## src/rtl/ifetch_queue.sv

```systemverilog
// Instruction prefetch queue: issues sequential word fetches, buffers in-order
// responses with their PC+4, and flushes on redirect while discarding stale responses.
module ifetch_queue #(
    parameter int unsigned DEPTH    = 4,
    parameter logic [31:0] RESET_PC = 32'h0000_0000,
    parameter int unsigned CNT_W    = $clog2(DEPTH + 1)
) (
    input  logic             clk,
    input  logic             rst,
    input  logic             redirect,
    input  logic [31:0]      redirect_addr,
    input  logic             stall,
    output logic             i_mem_req_valid,
    output logic [31:0]      i_mem_req_addr,
    input  logic             i_mem_req_ready,
    input  logic             i_mem_rsp_valid,
    input  logic [31:0]      i_mem_rsp_data,
    output logic             out_valid,
    output logic [31:0]      out_pc,
    output logic [31:0]      out_ir,
    output logic [CNT_W-1:0] count
);
    localparam int unsigned    PTR_W   = $clog2(DEPTH);
    localparam logic [CNT_W:0] DEPTH_W = (CNT_W + 1)'(DEPTH);

    typedef struct packed {
        logic [31:0] pc4;
        logic [31:0] ir;
    } entry_t;

    entry_t           mem [DEPTH];
    logic [29:0]      fetch_wa_q, fetch_wa_d;
    logic [29:0]      rsp_wa_q, rsp_wa_d;
    logic [PTR_W-1:0] rd_ptr_q, rd_ptr_d, wr_ptr_q, wr_ptr_d;
    logic [CNT_W-1:0] count_q, count_d;
    logic [CNT_W-1:0] outstanding_q, outstanding_d;
    logic [CNT_W-1:0] discard_q, discard_d;
    logic [CNT_W:0]   inflight;
    logic             hs, rsp_ok, push, pop;
    logic             out_valid_d;
    entry_t           head_d, push_entry;
    logic             unused_addr_bits;

    assign unused_addr_bits = ^redirect_addr[1:0];

    // Credits cover both buffered and in-flight words, so a response always has a slot.
    assign inflight        = {1'b0, count_q} + {1'b0, outstanding_q};
    assign i_mem_req_valid = rst && !redirect && (inflight < DEPTH_W);
    assign i_mem_req_addr  = {fetch_wa_q, 2'b00};
    assign count           = count_q;

    assign hs         = i_mem_req_valid && i_mem_req_ready;
    assign rsp_ok     = i_mem_rsp_valid && (outstanding_q != '0);
    assign push       = rsp_ok && (discard_q == '0) && !redirect;
    assign pop        = out_valid && !stall && !redirect;
    assign push_entry = '{pc4: {rsp_wa_q + 30'd1, 2'b00}, ir: i_mem_rsp_data};

    always_comb begin
        // NOTE: every variable gets a default first so no path leaves one unassigned (no latch).
        fetch_wa_d    = fetch_wa_q;
        rsp_wa_d      = rsp_wa_q;
        rd_ptr_d      = rd_ptr_q;
        wr_ptr_d      = wr_ptr_q;
        discard_d     = discard_q;
        outstanding_d = outstanding_q + CNT_W'(hs) - CNT_W'(rsp_ok);
        count_d       = count_q + CNT_W'(push) - CNT_W'(pop);

        if (hs) fetch_wa_d = fetch_wa_q + 30'd1;
        if (push) begin
            wr_ptr_d = wr_ptr_q + PTR_W'(1);
            rsp_wa_d = rsp_wa_q + 30'd1;
        end
        if (pop) rd_ptr_d = rd_ptr_q + PTR_W'(1);
        if (rsp_ok && (discard_q != '0)) discard_d = discard_q - CNT_W'(1);

        // Everything still in flight after this cycle belongs to the old stream.
        if (redirect) begin
            fetch_wa_d = redirect_addr[31:2];
            rsp_wa_d   = redirect_addr[31:2];
            rd_ptr_d   = '0;
            wr_ptr_d   = '0;
            count_d    = '0;
            discard_d  = outstanding_q - CNT_W'(rsp_ok);
        end

        out_valid_d = (count_d != '0);
        if (count_d == '0)
            head_d = '0;
        else if (push && (wr_ptr_q == rd_ptr_d))
            head_d = push_entry;
        else
            head_d = mem[rd_ptr_d];
    end

    always_ff @(posedge clk or negedge rst) begin
        if (!rst) begin
            fetch_wa_q    <= RESET_PC[31:2];
            rsp_wa_q      <= RESET_PC[31:2];
            rd_ptr_q      <= '0;
            wr_ptr_q      <= '0;
            count_q       <= '0;
            outstanding_q <= '0;
            discard_q     <= '0;
            out_valid     <= 1'b0;
            out_pc        <= '0;
            out_ir        <= '0;
        end else begin
            // NOTE: non-blocking so every register samples the pre-edge values.
            fetch_wa_q    <= fetch_wa_d;
            rsp_wa_q      <= rsp_wa_d;
            rd_ptr_q      <= rd_ptr_d;
            wr_ptr_q      <= wr_ptr_d;
            count_q       <= count_d;
            outstanding_q <= outstanding_d;
            discard_q     <= discard_d;
            out_valid     <= out_valid_d;
            out_pc        <= head_d.pc4;
            out_ir        <= head_d.ir;
        end
    end

    // NOTE: storage is not reset; count and pointers alone decide which entries are live.
    always_ff @(posedge clk) begin
        if (push) mem[wr_ptr_q] <= push_entry;
    end

    assert property (@(posedge clk) disable iff (!rst) push |-> ({1'b0, count_q} < DEPTH_W));
    assert property (@(posedge clk) disable iff (!rst) i_mem_rsp_valid |-> (outstanding_q != '0));

endmodule

```

## config.mk

```make
export PLATFORM = sky130hd
export DESIGN_NAME = ifetch_queue
export DESIGN_NICKNAME = d
export VERILOG_FILES = /design/src/rtl/ifetch_queue.sv
export SDC_FILE = /design/constraint.sdc
export NUM_CORES = 1
export LEC_CHECK = 0
export BUFFER_PORTS_ARGS = -buffer_cell sky130_fd_sc_hd__buf_2
export CAP_MARGIN = 30
export CORE_UTILIZATION = 30
export CTS_BUF_LIST = sky130_fd_sc_hd__clkbuf_2 sky130_fd_sc_hd__clkbuf_4 sky130_fd_sc_hd__clkbuf_8
export CTS_CLUSTER_DIAMETER = 60
export DETAILED_ROUTE_END_ITERATION = 10
export HOLD_SLACK_MARGIN = 0.02
export PLACE_DENSITY_LB_ADDON = 0.25
export SYNTH_ARGS = -nofsm -noshare
export SYNTH_HDL_FRONTEND = slang
export SYNTH_SLANG_ARGS = --single-unit
```

## constraint.sdc

```tcl
create_clock -name clk -period 5.7 [get_ports clk]
set_input_delay 1.71 -clock clk [delete_from_list [all_inputs] [get_ports clk]]
set_output_delay 1.71 -clock clk [all_outputs]
set_load 0.01 [all_outputs]
```

[Word-level counts from Yosys, hierarchy flattened]
Memory sizes are Yosys's and may differ from the RTL's.
Cells that the tools add are included.
Operators by class
  magnitude comparators: 1
  mux-type cells: 15
  add/sub/neg operators: 11
  reductions and logical operators: 20
  equality and inequality tests: 1
Operators with widths (number)
  64-bit two-way mux: 2
  30-bit two-way mux: 4
  30-bit by 1-bit adder with 30-bit output (second input constant): 2
  1-bit logical AND: 10
  3-bit two-way mux: 3
  3-bit nonzero test: 3
  3-bit by 1-bit subtractor with 3-bit output: 3
  2-bit two-way mux: 4
  3-bit by 1-bit adder with 3-bit output: 2
  3-bit logical NOT: 2
  2-bit nonzero test: 3
  2-bit by 1-bit adder with 2-bit output (second input constant): 2
  3-bit by 3-bit adder with 4-bit output: 1
  4-bit by 3-bit < comparator with 1-bit output (second input constant): 1
  3-bit by 1-bit subtractor with 3-bit output (second input constant): 1
  2-bit == test: 1
  1-bit logical NOT: 2
  1-bit two-way mux: 2
Storage, ports and cells
  memories kept: 1
  logic and storage cells: 59
  input port bits: 70
  bits in registers: 138
  output and inout port bits: 101
  memory bits (writable): 248
Memories
  mem: words 4, width 62, read ports 1, clocked after Yosys merged registers in 0, write ports 1, RTL line 31  | entry_t mem [DEPTH];

[Longest topological paths before layout]
  depth in word-level cells: 9
  gate-level depth with buffers: 16
  depth with buffers taken out: 15

[Worst setup path before layout]
Ideal clock, no wire load.
  path type: input to register
  start: in i_mem_rsp_valid
  end: mem mem[0][0] in the netlist's numbering, enable pin
  stages on the path: 5
  arrival time: 4.065 ns
  setup slack: 1.208 ns
  path buffers: 2
  library setup time: 0.427 ns
  cells stage by stage: o31a_1 > and2_1 > clkbuf_1 > clkbuf_1 > and3_1
Between the ends
  cells in the longest elaborated chain, start to end: 5
Ends and longest elaborated chain
  start, declared: RTL line 16  | input logic i_mem_rsp_valid,
  1-bit logical AND: RTL line 53  | assign rsp_ok = i_mem_rsp_valid && (outstanding_q != '0);
  1-bit logical AND (2 in series): RTL line 54  | assign push = rsp_ok && (discard_q == '0) && !redirect;
  1-bit two-way mux: RTL line 124  | if (push) mem[wr_ptr_q] <= push_entry;
  1-bit two-way mux (implied by the code): RTL line 124
  end, declared: RTL line 31
Every way passes these cells.

[Worst setup path after layout]
  start: in redirect
  end: out i_mem_req_valid
Between the ends
  cells in the longest elaborated chain, start to end: 3
Ends and longest elaborated chain
  start, declared: RTL line 10  | input logic redirect,
  1-bit logical NOT: RTL line 48  | assign i_mem_req_valid = rst && !redirect && (inflight < DEPTH_W);
  1-bit logical AND (2 in series): RTL line 48
  end, declared: RTL line 13  | output logic i_mem_req_valid,
Every way passes these cells.

==> run metrics <==
warnings from Yosys=0; Ports=171; Worst path most repeated cell=buf_2; Max Freq=239 MHz; TritonCTS Buffers=70; CTS tree=yes; Crit Path Class=input pin to primary output; Clock Tree Root=clkbuf_8; via count=9569; Post-CTS Setup Repair Bufs=0; CTS clk-pin slew, worst paths=0.06 ns; initial DRC count=435; nets=1393; status=finished clean; CP Buf/Inv Count=2; Initial Util=30.4%; largest stage delay on the critical path=0.26 ns; area leader, netlist=edfxtp_1; pins over their slew limit=0; synth top area cells=edfxtp_1 (47%), dfrtp_1 (21%), mux4_2 (8.7%); Post-DRT Antenna Nets=0; drc violations=0; pin count of the biggest net entering global routing=64; ANT cells=0; most frequent cells in the layout=edfxtp_1 (248), nand2_1 (195), buf_2 (163); Seq/Total Area, Yosys=67.8%; worst-case vdd ir drop=0.230 mV; crit-path cells=buf_2 -> nor4_1 -> and3_1 -> buf_2; layout cell share with drive strength beyond 1=28.5%; Bufs on Longest Clock Path=3; Mapped Area=0.0160 mm2; Wirelength per Cell=18.8 um; DP HPWL=23.0 mm; Worst Path Max Fanout=10; Final min period=4.19 ns; worst endpoint required time=3.99 ns; aggregate global-route resource usage=14.6%; Fin. Hold Viols=0; largest delay contributor family on the critical path=simple AND/OR/NAND/NOR gates; asr flop ratio synth=35.4%; Hold Crit Class=flop to flop; number of cells after detailed placement=1921; Synth cell types=47; Synth top area share=46.5%; Hold Buf Count CTS=0; Synth Register Bits=384; Resize count post-CTS=0; worst hold slack=0.530 ns; Tcrit/Tclk final=73.5%; antenna violations before repair=0; vias in the first global route=9997; Synth Instances=1112; worst skew pair latency=0.62 ns; commonest non-fill, non-tap cell in the layout=edfxtp_1; Static Leak=7.37 nW; average size of a mapped cell=14.4 um2; number of vias per cell=4.68; Fin Clk Skew=0.0307 ns; RSZ-0062 raised after global routing=false; TritonRoute pass-1 iters=5; Num Clock Sinks=384; Post-synth EDFFs=248; Worst Tran Pin Value=0.940 ns; Final Power=0.00750 W; Die Y-Extent=233 um; Layout Cells excl Fill=2045; Setup Viol. Count Final=0; Die W=233 um; Layout area overhead=19.4%; Setup TNS=0 ns; Worst path slowest cell=nor4_1; Setup crit end kind=primary output; Detailed Route WL=38.4 mm; power per cell area=392 mW/mm2; Die Area=0.0543 mm2; CP startpoint kind=input pin; Main synth FF type=edfxtp_1; RePlAce Congestion=0.793; Placement Rows=84; core area=0.0527 mm2; Arr. time, crit path=2.48 ns; max-capacitance violation count=0; Slew HR=37.3%; first-pass GRT wire length=59.6 mm; CTS H-tree lvls=3; GR Overflow Total=0; PortBufs=164
## routing by layer
layer / wire (um) / vias to the layer above / GRT usage [%]
met5: 0 / - / 0
met4: 972 / 0 / 4.96
met3: 2080 / 78 / 3.59
met2: 17600 / 265 / 22.9
met1: 17800 / 4741 / 19.8
li1: - / 4485 / -
## area by class of cell
class                   instances  area (um2)
fillers                      5064       33500
flip-flops and latches        384       10900
multi-input cells             648        4820
clock buffers                 107        1300
repair buffers                183        1090
well taps                     688         861
clock inverters                17         111
inverters                      18        70.1
## sequential cells by signal, summed over array words and instances (netlist names)
signal and cells:
mem 248, out_ir 32, rsp_wa_q 30, fetch_wa_q 30, discard_q 3, out_valid 1, count 3, wr_ptr_q 2
outstanding_q 3, out_pc 30, rd_ptr_q 2
## cells in the mapped netlist, types with 2 or more instances
cell type,number
edfxtp_1,248
nand2_1,195
dfrtp_1,136
a21oi_1,69
mux4_2,62
xnor2_1,39
o21ai_0,37
nor2_1,36
nand3_1,35
xor2_1,34
clkbuf_1,32
nand4_1,23
buf_2,18
and3_1,17
ha_1,16
inv_1,16
buf_4,15
o211ai_1,14
a31oi_1,7
and4_1,7
mux2_2,7
and2_1,5
nor2b_1,5
o311ai_1,4
mux2i_1,3
nor3_1,3
nor3_2,3
fa_1,2
nand3b_1,2
nor3_4,2
nor4_1,2
o21ai_1,2
o311ai_0,2
## where the power goes
group          switching [W]  leakage [nW]  internal (W)
registers           0.000166          3.98       0.00331
logic               0.000859          2.65      0.000525
clock network        0.00115         0.746       0.00149
total                0.00217          7.37       0.00532
## through the flow
stage	setup WS, ns	cell area, um2	util, %
final	1.51	19100	36.3
after detailed placement	1.20	17700	33.6
after CTS	1.49	19100	36.3
after global placement	1.21	17600	33.3
after global routing	1.48	19100	36.3
after floorplan	1.21	16000	-
## cells by family (layout without fill, tap and decap cells)
| family | count (synthesis) | after routing | share of synthesized area (%) |
|---|---|---|---|
| AOI/OAI and AO/OA | 137 | 137 | 4.75 |
| muxes | 72 | 72 | 9.40 |
| other | 1 | 4 | 0.0234 |
| adders and majority gates | 18 | 18 | 1.50 |
| and+or+nand+nor | 344 | 344 | 10.1 |
| buffers and inverters | 83 | 325 | 2.45 |
| xor gates and xnor gates | 73 | 73 | 3.99 |
| DFF | 384 | 384 | 67.8 |
## worst paths after layout
path | depth (start not counted) | endpoint | startpoint | slack, ns
min in group asynchronous | 2 | out_ir[7]$_DFF_PN0_ | rst | 1.28
max reg2reg | 16 | out_ir[29]$_DFF_PN0_ | discard_q[0]$_DFFE_PN0P_ | 2.51
max in group asynchronous | 3 | rsp_wa_q[29]$_DFFE_PN0P_ | rst | 3.30
min | 1 | fetch_wa_q[27]$_DFFE_PN0P_ | fetch_wa_q[27]$_DFFE_PN0P_ | 0.53
min reg2reg | 1 | fetch_wa_q[27]$_DFFE_PN0P_ | fetch_wa_q[27]$_DFFE_PN0P_ | 0.53
max | 4 | i_mem_req_valid | redirect | 1.51
Note: power is estimated with default switching activity, not from simulation.
